<file path="src/rtl/ifu_pkg.sv">
// Shared types and constants for the RV32I instruction-fetch unit.
package ifu_pkg;
  localparam int XLEN = 32;
  localparam logic [XLEN-1:0] RESET_PC_DEFAULT = 32'h8000_0000;

  typedef struct packed {
    logic [XLEN-1:0] pc;
    logic [XLEN-1:0] inst;
  } ifu_entry_t;

  typedef enum logic {
    RUN   = 1'b0,
    FAULT = 1'b1
  } ifu_state_e;
endpackage

</file>
<file path="src/rtl/ifu_fifo.sv">
// Synchronous FIFO of fetch entries with flush; used as instruction buffer and PC queue.
module ifu_fifo
  import ifu_pkg::*;
#(
  parameter int DEPTH = 2
) (
  input  logic                     clk,
  input  logic                     rst,
  input  logic                     flush,
  input  logic                     push,
  input  ifu_entry_t               din,
  input  logic                     pop,
  output ifu_entry_t               dout,
  output logic [$clog2(DEPTH):0]   count
);
  localparam int AW = $clog2(DEPTH);

  logic [AW:0] wr_ptr, rd_ptr;
  logic        full, empty, do_push, do_pop;
  ifu_entry_t  mem [DEPTH];

  assign count   = wr_ptr - rd_ptr;
  assign full    = (count == (AW+1)'(DEPTH));
  assign empty   = (count == '0);
  assign do_push = push & ~full;
  assign do_pop  = pop & ~empty;
  assign dout    = mem[rd_ptr[AW-1:0]];

  // Flush wins over any same-cycle push or pop.
  always_ff @(posedge clk or posedge rst) begin
    if (rst) begin
      wr_ptr <= '0;
      rd_ptr <= '0;
    end else if (flush) begin
      wr_ptr <= '0;
      rd_ptr <= '0;
    end else begin
      if (do_push) wr_ptr <= wr_ptr + 1'b1;
      if (do_pop)  rd_ptr <= rd_ptr + 1'b1;
    end
  end

  always_ff @(posedge clk) begin
    if (do_push && !flush) mem[wr_ptr[AW-1:0]] <= din;
  end
endmodule

</file>
<file path="src/rtl/ifetch_unit.sv">
// RV32I fetch stage: PC register, credit-limited imem requests, in-order response buffer.
// Optional macro IFU_MISALIGN_CHECK_EN adds inst_fault and the FAULT state for misaligned redirects.
module ifetch_unit
  import ifu_pkg::*;
#(
  parameter logic [XLEN-1:0] RESET_PC = RESET_PC_DEFAULT,
  parameter int              DEPTH    = 2
) (
  input  logic            clk,
  input  logic            rst,
  input  logic            redirect_valid,
  input  logic [XLEN-1:0] redirect_pc,
  output logic            imem_req_valid,
  input  logic            imem_req_ready,
  output logic [XLEN-1:0] imem_req_addr,
  input  logic            imem_resp_valid,
  input  logic [XLEN-1:0] imem_resp_data,
  output logic            inst_valid,
  input  logic            inst_ready,
  output logic [XLEN-1:0] inst_pc,
  output logic [XLEN-1:0] inst_data
`ifdef IFU_MISALIGN_CHECK_EN
  ,
  output logic            inst_fault
`endif
);
  localparam int CW = $clog2(DEPTH) + 1;

  ifu_state_e      state, state_n;
  logic            started;
  logic [XLEN-1:0] fetch_pc, rpc;
  logic [CW-1:0]   inflight, inflight_n, drop;
  logic [CW-1:0]   buf_count, pcq_count;
  logic [CW:0]     credit_used;
  logic            req_fire, resp_drop, resp_keep, buf_valid, buf_pop, fault_vld;
  ifu_entry_t      pcq_din, pcq_dout, buf_din, buf_dout;

`ifdef IFU_MISALIGN_CHECK_EN
  assign rpc = redirect_pc;
`else
  assign rpc = redirect_pc & ~32'h3;
`endif

  // started keeps imem_req_valid low through reset and the edge that releases it.
  assign credit_used    = {1'b0, inflight} + {1'b0, buf_count};
  assign imem_req_valid = started & (state == RUN) & (credit_used < (CW+1)'(DEPTH));
  assign imem_req_addr  = fetch_pc;
  assign req_fire       = imem_req_valid & imem_req_ready;
  assign resp_drop      = imem_resp_valid & (drop != '0);
  assign resp_keep      = imem_resp_valid & (drop == '0);
  assign inflight_n     = inflight + CW'(req_fire) - CW'(imem_resp_valid);

  assign buf_valid  = (buf_count != '0);
  assign buf_pop    = buf_valid & inst_ready;
  assign inst_valid = buf_valid | fault_vld;
  assign inst_pc    = fault_vld ? fetch_pc : (buf_valid ? buf_dout.pc : '0);
  assign inst_data  = fault_vld ? '0 : (buf_valid ? buf_dout.inst : '0);

  always_comb begin
    state_n = state;
    if (redirect_valid) begin
`ifdef IFU_MISALIGN_CHECK_EN
      state_n = (rpc[1:0] != 2'b00) ? FAULT : RUN;
`else
      state_n = RUN;
`endif
    end
  end

  // Redirect overrides PC advance and drop decrement; drop then counts every
  // request still owed a response, including one handshaken this cycle.
  always_ff @(posedge clk or posedge rst) begin
    if (rst) begin
      started  <= 1'b0;
      state    <= RUN;
      fetch_pc <= RESET_PC;
      inflight <= '0;
      drop     <= '0;
    end else begin
      started  <= 1'b1;
      state    <= state_n;
      inflight <= inflight_n;
      if (redirect_valid) begin
        fetch_pc <= rpc;
        drop     <= inflight_n;
      end else begin
        if (req_fire)  fetch_pc <= fetch_pc + 32'd4;
        if (resp_drop) drop     <= drop - CW'(1);
      end
    end
  end

`ifdef IFU_MISALIGN_CHECK_EN
  logic fault_pend;

  // The fault entry waits until every wrong-path response has drained.
  always_ff @(posedge clk or posedge rst) begin
    if (rst) begin
      fault_pend <= 1'b0;
      fault_vld  <= 1'b0;
    end else if (redirect_valid) begin
      fault_pend <= (rpc[1:0] != 2'b00);
      fault_vld  <= 1'b0;
    end else if (fault_pend && drop == '0) begin
      fault_pend <= 1'b0;
      fault_vld  <= 1'b1;
    end else if (fault_vld && inst_ready) begin
      fault_vld  <= 1'b0;
    end
  end

  assign inst_fault = fault_vld;
`else
  assign fault_vld = 1'b0;
`endif

  always_comb begin
    pcq_din      = '0;
    pcq_din.pc   = fetch_pc;
    buf_din      = pcq_dout;
    buf_din.inst = imem_resp_data;
  end

  ifu_fifo #(.DEPTH(DEPTH)) u_pcq (
    .clk   (clk),
    .rst   (rst),
    .flush (redirect_valid),
    .push  (req_fire),
    .din   (pcq_din),
    .pop   (resp_keep & (pcq_count != '0)),
    .dout  (pcq_dout),
    .count (pcq_count)
  );

  ifu_fifo #(.DEPTH(DEPTH)) u_buf (
    .clk   (clk),
    .rst   (rst),
    .flush (redirect_valid),
    .push  (resp_keep),
    .din   (buf_din),
    .pop   (buf_pop),
    .dout  (buf_dout),
    .count (buf_count)
  );
endmodule

</file>
<file path="config.mk">
export PLATFORM = sky130hd
export DESIGN_NAME = ifetch_unit
export DESIGN_NICKNAME = d
export VERILOG_FILES = /design/src/rtl/ifu_pkg.sv /design/src/rtl/ifu_fifo.sv /design/src/rtl/ifetch_unit.sv
export SDC_FILE = /design/constraint.sdc
export NUM_CORES = 1
export LEC_CHECK = 0
export ABC_AREA = 1
export CAP_MARGIN = 20
export CORE_ASPECT_RATIO = 1.25
export CORE_MARGIN = 3
export CORE_UTILIZATION = 40
export CTS_BUF_LIST = sky130_fd_sc_hd__clkbuf_8
export CTS_CLUSTER_DIAMETER = 40
export CTS_CLUSTER_SIZE = 25
export DETAILED_ROUTE_END_ITERATION = 10
export PLACE_DENSITY_LB_ADDON = 0.3
export REMOVE_ABC_BUFFERS = 1
export SLEW_MARGIN = 20
export SYNTH_ARGS = -nofsm -noshare
export SYNTH_HDL_FRONTEND = slang
export SYNTH_SLANG_ARGS = --single-unit
</file>
<file path="constraint.sdc">
create_clock -name clk -period 9.1 [get_ports clk]
set_input_delay 0.91 -clock clk [delete_from_list [all_inputs] [get_ports clk]]
set_output_delay 0.91 -clock clk [all_outputs]
set_load 0.01 [all_outputs]
</file>
==> reports/metrics.yaml <==
status: "completed"
rows: 63
setup_violations: 0
wl_per_cell_um: 14.8
layout-drive-gt1-share: 0.0819
rsz0062_at_grt: "false"
drtIter0Drc: 430
yosysTopAreaCellShare: 0.558
pre_cts_ws_ps: 5450
routed_wl_um: 21400
grt.total_usage: 0.160
core-area_sq_mm: 0.0240
whs_ps: 537
synthXorXnorAreaFrac: 0.0115
layout_common_cells: "368 x nand2_1, 184 x edfxtp_1, 161 x clkdlybuf4s50_1"
power.leakage_nw: 4.79
path_cells: "buf_4 -> inv_2 -> buf_4 -> nand2_1 -> a21oi_1 -> clkdlybuf4s50_1"
tightest_slew_ps: 1060
slew_headroom: 0.293
worstSetupPathType: "flop to primary output"
ys_ff_latch: 227
io_pins: 168
cts-root-buf: "clkbuf_8"
critPathMaxFanout: 35
grt_overflow: 0
cp-start-kind: "flop"
antenna_found_initial: 0
clock-sinks: 227
grt_pass1_wl_um: 35000
drtPass1Iterations: 5
vias_per_cell: 4.76
skew_ps: 26.4
final-seq-area_sq_mm: 0.00660
pwr_density_cell_mw_per_mm2: 245
synthSimpleGateAreaFrac: 0.209
layout_commonest_cell: "nand2_1"
finalCritPeriodShare: 0.459
syn2layout_area_growth_pct: 24.9
insertedDiodeCount: 0
path_clk_slew_ps: 100
cp_slowest_cell: "clkdlybuf4s50_1"
netlist_top_cells_area: "edfxtp_1 56%, nand2_1 14%, dfrtp_1 11%"
fp.dieArea_sq_mm: 0.0267
syn_avg_cell_area_sq_um: 10.5
slowest_delay_ps: 600
htree_num_levels: 1
start_util: 0.412
ys_types: 35
yosysSeqAreaShare: 0.667
cts_tree: "built"
yosys.area.top_type: "edfxtp_1"
synth_warnings: 0
worst_slack_ps: 4920
ant_nets: 0
grt_pass1_vias: 6835
slew_violations: 0
cp_data_arrival_time_ps: 3270
grt_max_degree: 63
place_congestion: 0.766
synth_compound_area_frac: 0.0561
synthMuxAreaShare: 0.00114
die_x_um: 147
cts_inserted_buffers: 26
min_period_ps: 4180
setup_tns_ps: 0
syn_area_sq_mm: 0.00990
crit_path_frequent_cell: "buf_4"
multi_input_area_sq_mm: 0.00286
hold_buffers: 0
synthAdderAreaFrac: 0.00834
vdd_ir_drop_max_mv: 0.122
drc: 0
nets: 1179
cap_viol_max_count: 0
fmax_mhz: 239
vias: 6889
syn_inst: 941
fillCellCount: 2162
clkLatencyLatePin_ps: 560
ctsResizeCount: 0
port_buffers: 161
critical_path_required_ps: 8190
cts_setup_buffers: 0
dp_hpwl_um: 13900
worst_setup_path_end_kind: "primary output"
hp-class: "flop to flop"
die_height_um: 182
synth_top_family_by_area: "simple AND/OR/NAND/NOR gates"
hold_violations: 0
max-clock-path-buffers: 3
-- stage by stage --
| stage | total power, mW | instances | instance area, sq um | util |
|---|---|---|---|---|
| 6_report | 3.03 | 1448 | 12400 | 0.514 |
| 5_1_grt | 3.21 | 1448 | 12400 | 0.514 |
| 2_1_floorplan | 1.84 | 904 | 9680 | - |
| 3_3_place_gp | 2.31 | 1400 | 11800 | 0.490 |
| 3_5_place_dp | 2.33 | 1400 | 11800 | 0.490 |
| 4_1_cts | 3.07 | 1448 | 12400 | 0.514 |
-- sequential cells by signal, indices dropped and copies added, names as in the netlist --
signal	flops
u_buf.rd_ptr	2
u_buf.mem	124
u_buf.wr_ptr	2
inflight	2
started	1
u_pcq.rd_ptr	2
u_pcq.wr_ptr	2
imem_req_addr	30
u_pcq.mem	60
drop	2
-- kinds of logic after synthesis --
group	after synthesis
AOI/OAI and AO/OA	99
muxes	1
DFF	227
adders and majority gates	6
buffers and inverters	100
xor gates and xnor gates	13
other	2
and+or+nand+nor	493
-- metal layers --
metal	GRT usage	vias up	routed length, um
li1	-	3442	-
met1	0.199	3251	8940
met3	0.0237	23	1080
met5	0	-	0
met2	0.290	173	11000
met4	0.0422	0	363
-- report_power, final --
part	internal [mW]	switching [mW]	leakage [nW]
logic	0.401	0.506	2.29
clock network	0.340	0.399	0.306
registers	1.27	0.109	2.19
total	2.01	1.01	4.79
-- worst max-delay path, delay by kind of cell (launching register included) --
family	cells	cell delay [ps]
AND/OR/NAND/NOR	1	90
flip-flops	1	440
AO/OA/AOI/OAI	1	270
buffers and inverters	4	1870
-- final cells by class --
type                       instances  area share
sequential                       227       0.534
timing repair buffer             171       0.136
inverter                          60      0.0184
tap                              325      0.0329
clock inverter                    20      0.0155
multi-input combinational        617       0.232
clock buffer                      28      0.0312
-- cells in the mapped netlist --
master	instances
a21oi_1	58
a21oi_2	6
a31oi_1	2
and2_1	2
buf_2	5
buf_4	4
buf_6	8
clkbuf_1	23
conb_1	2
dfrtp_1	42
dfstp_2	1
edfxtp_1	184
fa_1	1
ha_1	5
inv_1	57
inv_2	2
inv_4	1
mux2_2	1
nand2_1	368
nand2_2	7
nand2_4	4
nand3_1	59
nand3b_1	1
nand4_1	3
nor2_1	34
nor2_2	7
nor2_4	6
nor2_8	1
nor3_1	1
o211ai_1	4
o21ai_0	18
o21ai_1	1
o21bai_1	10
xnor2_1	4
xor2_1	9
-- worst paths after layout --
check	to	start	slack (ps)	cells after the start
worst max-delay path	inst_pc[14]	u_buf.rd_ptr[0]	4920	6
worst min-delay path	u_buf.mem[1][39]	u_pcq.mem[0][7]	540	2
worst max register to register	u_pcq.mem[1][24]	u_buf.wr_ptr[0]	5480	15
worst min register to register	u_buf.mem[1][39]	u_pcq.mem[0][7]	540	2
max in group asynchronous	imem_req_addr[20]	rst	7850	3
min in group asynchronous	started	rst	790	3
Power figures use the tool's default switching activity.
